**config.mk**
```make
export PLATFORM = sky130hd
export DESIGN_NAME = rv16_writeback_arbiter
export DESIGN_NICKNAME = d
export VERILOG_FILES = /design/src/rtl/rv16_pkg.sv /design/src/rtl/rv16_wb_scoreboard.sv /design/src/rtl/rv16_writeback_arbiter.sv
export SDC_FILE = /design/constraint.sdc
export NUM_CORES = 1
export LEC_CHECK = 0
export ABC_AREA = 0
export BUFFER_PORTS_ARGS = -buffer_cell sky130_fd_sc_hd__buf_2
export CORE_MARGIN = 2
export CORE_UTILIZATION = 45
export DETAILED_ROUTE_END_ITERATION = 6
export PLACE_DENSITY = 0.78
export SETUP_SLACK_MARGIN = 0.3
export SYNTH_ARGS = -nofsm -noshare
export SYNTH_HDL_FRONTEND = slang
export SYNTH_SLANG_ARGS = --single-unit
```
**constraint.sdc**
```tcl
create_clock -name clk -period 2.6 [get_ports clk]
set_input_delay 0.26 -clock clk [delete_from_list [all_inputs] [get_ports clk]]
set_output_delay 0.26 -clock clk [all_outputs]
set_load 0.02 [all_outputs]
```
**src/rtl/rv16_pkg.sv**
```systemverilog
// rv16_pkg: shared constants and types for the RV16 core.
// Register addresses, data width and writeback source encodings.
package rv16_pkg;

  localparam int XLEN  = 32;
  localparam int NREGS = 32;

  typedef logic [4:0] reg_addr_t;

  typedef enum logic [1:0] {
    SRC_ALU,
    SRC_LSU,
    SRC_MDU
  } wb_src_e;

endpackage

```
**src/rtl/rv16_wb_scoreboard.sv**
```systemverilog
// rv16_wb_scoreboard: busy bits for registers owned by long-latency units.
// Set by issue, cleared by LSU/MDU writeback; set wins a same-cycle clash.
module rv16_wb_scoreboard
  import rv16_pkg::*;
#(
  parameter int NREGS = rv16_pkg::NREGS
) (
  input  logic      clk,
  input  logic      rst_n,
  input  logic      issue_valid,
  input  reg_addr_t issue_rd,
  input  logic      clr_valid,
  input  reg_addr_t clr_rd,
  input  reg_addr_t rs1_addr,
  input  reg_addr_t rs2_addr,
  output logic      rs1_busy,
  output logic      rs2_busy,
  output logic      rd_busy
);

  logic [NREGS-1:0] busy_q;
  logic [NREGS-1:0] busy_d;

  always_comb begin
    busy_d = busy_q;
    if (clr_valid)
      busy_d[clr_rd] = 1'b0;
    if (issue_valid)
      busy_d[issue_rd] = 1'b1;
    busy_d[0] = 1'b0;
  end

  always_ff @(posedge clk or negedge rst_n) begin
    if (!rst_n)
      busy_q <= '0;
    else
      busy_q <= busy_d;
  end

  assign rs1_busy = busy_q[rs1_addr];
  assign rs2_busy = busy_q[rs2_addr];
  assign rd_busy  = busy_q[issue_rd];

endmodule

```
**src/rtl/rv16_writeback_arbiter.sv**
```systemverilog
// rv16_writeback_arbiter: merges ALU/LSU/MDU results into the regfile port.
// Optional decode bypass of the registered write: RV16_WB_BYPASS_EN.
module rv16_writeback_arbiter
  import rv16_pkg::*;
#(
  parameter int NREGS = rv16_pkg::NREGS,
  parameter int XLEN  = rv16_pkg::XLEN
) (
  input  logic            clk,
  input  logic            rst_n,
  input  logic            i_alu_valid,
  input  reg_addr_t       i_alu_rd,
  input  logic [XLEN-1:0] i_alu_data,
  input  logic            i_lsu_valid,
  output logic            o_lsu_ready,
  input  reg_addr_t       i_lsu_rd,
  input  logic [XLEN-1:0] i_lsu_data,
  input  logic            i_mdu_valid,
  output logic            o_mdu_ready,
  input  reg_addr_t       i_mdu_rd,
  input  logic [XLEN-1:0] i_mdu_data,
  input  logic            i_issue_valid,
  input  reg_addr_t       i_issue_rd,
  input  reg_addr_t       i_rs1_addr,
  input  reg_addr_t       i_rs2_addr,
  output logic            o_rs1_busy,
  output logic            o_rs2_busy,
  output logic            o_rd_busy,
  output reg_addr_t       o_rd_addr,
  output logic [XLEN-1:0] o_rd_data,
  output logic            o_write_enable
`ifdef RV16_WB_BYPASS_EN
  ,
  output logic            o_fwd_rs1_hit,
  output logic            o_fwd_rs2_hit,
  output logic [XLEN-1:0] o_fwd_data
`endif
);

  wb_src_e         pref_q;
  wb_src_e         src;
  logic            sel_mdu;
  logic            lsu_hs;
  logic            mdu_hs;
  logic            acc;
  reg_addr_t       wr_rd;
  logic [XLEN-1:0] wr_data;

  // pref_q only ever holds SRC_LSU or SRC_MDU
  assign sel_mdu = i_mdu_valid
                && (!i_lsu_valid || pref_q == SRC_MDU);

  assign o_lsu_ready = rst_n && !i_alu_valid && !sel_mdu;
  assign o_mdu_ready = rst_n && !i_alu_valid && sel_mdu;

  assign lsu_hs = i_lsu_valid && o_lsu_ready;
  assign mdu_hs = i_mdu_valid && o_mdu_ready;

  always_comb begin
    src     = SRC_ALU;
    acc     = 1'b0;
    wr_rd   = i_alu_rd;
    wr_data = i_alu_data;
    unique case (1'b1)
      i_alu_valid: acc = 1'b1;
      lsu_hs: begin
        src     = SRC_LSU;
        acc     = 1'b1;
        wr_rd   = i_lsu_rd;
        wr_data = i_lsu_data;
      end
      mdu_hs: begin
        src     = SRC_MDU;
        acc     = 1'b1;
        wr_rd   = i_mdu_rd;
        wr_data = i_mdu_data;
      end
      default: ;
    endcase
  end

  always_ff @(posedge clk or negedge rst_n) begin
    if (!rst_n) begin
      pref_q <= SRC_LSU;
    end else begin
      unique case (src)
        SRC_LSU: pref_q <= SRC_MDU;
        SRC_MDU: pref_q <= SRC_LSU;
        default: ;
      endcase
    end
  end

  always_ff @(posedge clk or negedge rst_n) begin
    if (!rst_n) begin
      o_write_enable <= 1'b0;
      o_rd_addr      <= '0;
      o_rd_data      <= '0;
    end else begin
      o_write_enable <= acc && (wr_rd != '0);
      if (acc) begin
        o_rd_addr <= wr_rd;
        o_rd_data <= wr_data;
      end
    end
  end

  rv16_wb_scoreboard #(
    .NREGS(NREGS)
  ) u_sb (
    .clk        (clk),
    .rst_n      (rst_n),
    .issue_valid(i_issue_valid),
    .issue_rd   (i_issue_rd),
    .clr_valid  (lsu_hs || mdu_hs),
    .clr_rd     (lsu_hs ? i_lsu_rd : i_mdu_rd),
    .rs1_addr   (i_rs1_addr),
    .rs2_addr   (i_rs2_addr),
    .rs1_busy   (o_rs1_busy),
    .rs2_busy   (o_rs2_busy),
    .rd_busy    (o_rd_busy)
  );

`ifdef RV16_WB_BYPASS_EN
  assign o_fwd_rs1_hit = o_write_enable
                      && o_rd_addr == i_rs1_addr
                      && i_rs1_addr != '0;
  assign o_fwd_rs2_hit = o_write_enable
                      && o_rd_addr == i_rs2_addr
                      && i_rs2_addr != '0;
  assign o_fwd_data    = o_rd_data;
`endif

endmodule

```
==> summary.txt, run 1 <==
nature of the critical path endpoint = output pin
worst setup path category = flop to output pin
post-detailed-placement half-perimeter wirelength = 9941 microns
reported leakage power = 2.510 nW
critical path peak fanout = 4
final critical-path share of the clock period = 91.39%
pin count of the biggest net entering global routing = 55
R2R setup slack = 0.36 ns
share of post-route cells with drive strength above 1 = 40.94%
total number of H-tree levels = 3
leftover overflow at the end of global routing = 0
Synth Register Bits = 71
Routed wire per std cell = 17.29 microns
via count normalized by instance count = 5.835
n_diodes = 0
Post-synth top cells = 70 x dfrtp_1, 68 x o21ai_0, 45 x nand2_1
number of detailed-route iterations in the first pass = 5
instance area at placement = 0.005441 sq mm
Post-Syn Area per Cell = 9.830 sq um
number of pins with negative max-slew slack in the final report = 0
RSZ-0062 raised after global routing = yes
Placeable Area = 0.009594 sq mm
Area Growth Syn to Fin = 29.97%
total clock buffers created by CTS = 9
net count after synthesis = 580
async set or reset register ratio after synthesis = 100.0%
Synth Cell Area = 0.004384 sq mm
DRC violations left = 0
flip-flop cell with the highest count after synthesis = dfrtp_1
total chip power = 3.598 mW
final standard cell area without fillers = 0.005698 sq mm
power per unit of standard cell area = 631.5 mW/mm^2
EDFF count, synth = 0
starting density of the core = 45.70%
number of maximum-capacitance violations = 0
final hold violations = 0
clock slew seen by the registers of the worst setup and hold paths = 0.08 ns
Detail Route Antenna Nets = 0
maximum VDD drop = 0.0002582 V
iteration-0 DRC count of the detailed router = 201
filler instances = 846
number of nets in the finished design = 747
most numerous cell in the Yosys netlist = dfrtp_1
number of global-route vias before repair = 4,140
shortest clock period the worst path allows after layout = 2.376 ns
wire length reported by the detailed router = 12,990 microns
first-pass GRT wire length = 20,380 microns
chip height = 102.7 microns
num ports = 175
Netlist cell types = 44
Worst Path Arrival = 2.12 ns
Yosys warning count = 0
gate count after technology mapping = 446
hold crit path type = input port to asynchronous set/reset pin
Die Outline Area = 0.01055 sq mm
post-synth top area share = 39.95%
top cells by area, synth = dfrtp_1 40%, mux4_2 13%, o21ai_0 7.8%
aggregate negative setup slack = 0 ns
global placer's final weighted congestion = 0.9238
Final Setup Violations = 0
die width = 102.7 microns
all-layer global routing usage = 25.08%
source-to-sink clock delay at the later pin of the worst-skew pair = 0.34 ns
Seq/Total Area, Yosys = 40.55%
number of placement rows = 36
cell chosen for the clock root = clkbuf_8
via total after detailed routing = 4,382
input/output buffers = 174
CTS sink count = 71
maximum count of clock buffers along a single path = 2
kind of launch point of the worst setup path = flop
run status = finished clean
cell accounting for the most synthesized area = dfrtp_1
TritonCTS clock tree = yes
clock skew after layout = 0.006819 ns
transition at the pin with the smallest max-transition slack = 0.6223 ns
required arrival time at the worst endpoint = 2.34 ns
initial antenna violation count = 0
tightest slew margin relative to the limit = 58.51%
f_max = 0.4208 GHz
## per-layer routing
metal  global-route usage, %  wire length [microns]  vias to the layer above
li1                        -                      -                     2052
met1                   31.45                   5247                     2107
met2                   42.94                   6569                      203
met3                   5.627                    950                       20
met4                   8.615                    219                        0
met5                       0                      0                        -
## power by group
| group | switching, mW | total, mW | internal (mW) |
|---|---|---|---|
| sequential | 0.205 | 1.55 | 1.35 |
| clock | 0.405 | 0.748 | 0.342 |
| combinational | 0.671 | 1.30 | 0.625 |
## layout make-up
cell class	count	area, sq um	area share (%)
flip-flops and latches	71	1778	31.20
well taps	133	166.4	2.921
multi-input cells	329	2485	43.61
inverters	9	38.79	0.6807
clock inverters	4	22.52	0.3953
repair buffers	193	1072	18.82
clock buffers	12	135.1	2.372
## path summary, 6_finish.rpt
path | cells after the start | endpoint | startpoint
min in group clk | 3 | o_rd_data[29] | i_alu_data[29]
min reg2reg | 2 | o_rd_data[5] | o_rd_data[5]
max | 4 | o_rs1_busy | u_sb.busy_q[8]
min | 2 | u_sb.busy_q[17] | rst_n
max reg2reg | 9 | o_write_enable | pref_q[1]
max in group asynchronous | 3 | o_rd_addr[4] | rst_n
## sequential cells by signal, indices dropped and copies added (netlist names)
| register | count |
|---|---|
| u_sb.busy_q | 31 |
| o_rd_addr | 5 |
| pref_q | 2 |
| o_write_enable | 1 |
| o_rd_data | 32 |
## critical path, cell delays in order (launching register included)
cell	delay, ns
dfrtp_1	0.43
mux4_2	0.46
mux4_2	0.46
mux2_4	0.29
buf_6	0.13
## what timing repair did
item	4_1_cts	5_1_grt
buffers inserted	2	4
hold endpoints to repair	22	0
cloned	0	0
endpoints found under the setup margin	3	33
pin swaps	0	1
hold buffers	1	0
resized for setup	7	2
## cell families (layout without fill, tap and decap cells)
group	count (synthesis)	in the layout	share of synthesized area [%]
compound gates	163	163	24.80
simple gates	127	127	14.07
flops	71	71	40.55
buf+inv	46	218	4.195
mux	37	37	15.81
fa+ha+maj	2	2	0.5707
## per-stage QoR
| stage | utilization (%) | hold slack (ns) | std cells | setup slack (ns) |
|---|---|---|---|---|
| 6_report | 59.39 | 0.05603 | 751 | 0.2238 |
| 4_1_cts | 58.89 | 0.07516 | 747 | 0.2152 |
| 3_3_place_gp | 56.72 | 0.2462 | 728 | 0.4132 |
| 2_1_floorplan | - | -0.03559 | 446 | 0.3055 |
| 5_1_grt | 59.39 | 0.1063 | 751 | 0.1751 |
| 3_5_place_dp | 56.72 | 0.2503 | 728 | 0.3548 |
## placed cells by master, fill, tap and decap left out, drive strengths merged, types with 5 or more instances in the layout
cell    instances
clkbuf         12
mux4           25
nor2           38
nand3b          9
nor3            5
nand2          45
dfrtp          70
buf           192
mux2            8
o21ai          71
nor2b           6
a21oi           7
a221oi         36
inv             8
o31ai          33
Power figures use the tool's default switching activity.
==> run 2: changes to the inputs <==
==> constraint.sdc (replaced) <==
create_clock -name clk -period 1.95 [get_ports clk]
set_input_delay 0.195 -clock clk [delete_from_list [all_inputs] [get_ports clk]]
set_output_delay 0.195 -clock clk [all_outputs]
set_load 0.02 [all_outputs]
==> summary.txt, run 2 (synthesis results as in run 1) <==
run status = complete, but fails checks
failing checks = negative setup slack
register with the most flip-flops = o_rd_data
CTS sink count = 71
Final Core Density = 78.93%
number of pins with negative max-slew slack in the final report = 0
number of global-route vias before repair = 4,895
leftover overflow at the end of global routing = 0
most frequent cells in the layout = 169 x buf_2, 69 x dfrtp_1, 43 x nand2_1
initial antenna violation count = 0
source-to-sink clock delay at the later pin of the worst-skew pair = 0.37 ns
n_diodes = 0
tightest slew margin relative to the limit = 58.36%
starting density of the core = 45.70%
die width = 102.7 microns
share of post-route cells with drive strength above 1 = 66.67%
Area Growth Syn to Fin = 72.72%
first-pass GRT wire length = 25,160 microns
global placer's final weighted congestion = 0.9080
total number of H-tree levels = 3
maximum VDD drop = 0.0004452 V
post-detailed-placement half-perimeter wirelength = 10,490 microns
power per unit of standard cell area = 781.3 mW/mm^2
sequential cell fraction of total power = 35.9%
Worst Path Arrival = 2.15 ns
Final Setup Violations = 67
total clock buffers created by CTS = 9
worst setup path category = flop to output pin
critical path peak fanout = 4
via count normalized by instance count = 6.569
reported leakage power = 3.185 nW
RSZ-0062 raised after global routing = yes
number of maximum-capacitance violations = 0
fraction of power consumed by combinational cells = 45.3%
peak per-stage delay on the critical path = 0.48 ns
chip height = 102.7 microns
clock network fraction of design power = 18.8%
number of nets in the finished design = 798
Die Outline Area = 0.01055 sq mm
maximum count of clock buffers along a single path = 2
cell chosen for the clock root = clkbuf_8
worst-case reg-to-reg path depth = 8
largest registers in the final layout = o_rd_data: 32 flops, u_sb.busy_q: 31 flops, o_rd_addr: 5 flops
number of placement rows = 36
switching power total = 2.264 mW
DRC violations left = 0
clock skew after layout = 0.01338 ns
number of detailed-route iterations in the first pass = 5
Detail Route Antenna Nets = 0
setup slack after placement = -0.1296 ns
final critical-path share of the clock period = 120.2%
num ports = 175
TritonCTS clock tree = yes
clock slew seen by the registers of the worst setup and hold paths = 0.08 ns
slowest stage cell, crit path = mux4_2
Placeable Area = 0.009594 sq mm
filler instances = 512
nature of the critical path endpoint = output pin
Routed wire per std cell = 25.07 microns
leading cell type in the layout, fill and taps excluded = buf_2
cell seen most often among critical-path stages = mux4_2
via total after detailed routing = 5,268
total chip power = 5.916 mW
final setup slack of the worst path = -0.3932 ns
switching power as a share of total power = 38.26%
iteration-0 DRC count of the detailed router = 496
wire length reported by the detailed router = 20,100 microns
transition at the pin with the smallest max-transition slack = 0.6246 ns
critical-path cell list = mux4_2, mux4_2, mux2_4, buf_6
input/output buffers = 174
hold crit path type = input port to asynchronous set/reset pin
kind of launch point of the worst setup path = flop
required arrival time at the worst endpoint = 1.75 ns
final hold violations = 0
internal power = 3.652 mW
f_max = 0.4268 GHz
max FFs per register = 32
pin count of the biggest net entering global routing = 58
all-layer global routing usage = 31.53%
shortest clock period the worst path allows after layout = 2.343 ns
## run 2: changes by cell type in the layout (fill, tap and decap cells not counted), moves of 28 or more
| cell | previous run | this run |
|---|---|---|
| o21ai_1 | 3 | 38 |
| o21ai_0 | 68 | 2 |
| a221oi_1 | 33 | 0 |
| o21ai_2 | 0 | 29 |
| nor2_1 | 37 | 9 |
## run 2: area by class of cell
type | count | area (sq um) | share of cell area, %
multi-input cells | 329 | 3522 | 46.51
repair buffers | 244 | 1888 | 24.93
flip-flops and latches | 71 | 1779 | 23.50
well taps | 133 | 166.4 | 2.198
clock buffers | 12 | 155.1 | 2.049
inverters | 9 | 41.29 | 0.5453
clock inverters | 4 | 20.02 | 0.2644
## run 2: path summary, 6_finish.rpt
check | from | endpoint | slack [ns]
worst max-delay path | u_sb.busy_q[30] | o_rs2_busy | -0.39
worst min-delay path | rst_n | u_sb.busy_q[1] | 0.004
worst max register to register | pref_q[0] | o_write_enable | -0.18
worst min register to register | o_rd_data[1] | o_rd_data[1] | 0.49
max in group asynchronous | rst_n | pref_q[0] | 1.19
min in group clk | i_alu_data[23] | o_rd_data[23] | 0.11
## run 2: per-layer routing
metal	track usage, %	vias to the layer above	share of wire (%)
met1	37.33	2537	34
met3	7.322	122	8.9
met4	13.23	0	6.8
li1	-	2176	-
met2	55.15	433	50
met5	0	-	0
## run 2: power by group through the flow
stage | logic, mW | clock network [mW] | registers [mW]
CTS | 2.27 | 1.10 | 2.07
floorplan | 1.01 | 0 | 2.19
global route | 2.81 | 1.17 | 2.15
detailed placement | 1.79 | 0 | 2.08
global placement | 1.73 | 0 | 2.06
finish | 2.68 | 1.11 | 2.12
## run 2: stage by stage
stage	cell area (sq um)	hold slack (ns)	TNS (ns)	std cells
2_1_floorplan	4593	-0.1006	-14.09	446
3_3_place_gp	5702	0.2861	-0.2356	749
4_1_cts	6877	0.03155	-2.410	788
5_1_grt	7572	0.07532	-10.32	802
6_report	7572	0.003860	-6.670	802
3_5_place_dp	5702	0.2825	-1.094	749
## run 2: repair_timing
action / CTS / global route
cloned: 8 / 3
resized for setup: 193 / 104
endpoints found under the setup margin: 75 / 76
endpoints found under the hold margin: 22 / 0
buffers inserted: 14 / 11
hold buffers: 1 / 0
pin swaps: 57 / 40
## run 2: critical path, delay by kind of cell (launching register included)
| kind | cells | cell delay (ns) |
|---|---|---|
| buf+inv | 1 | 0.13 |
| flops | 1 | 0.43 |
| mux | 3 | 1.22 |
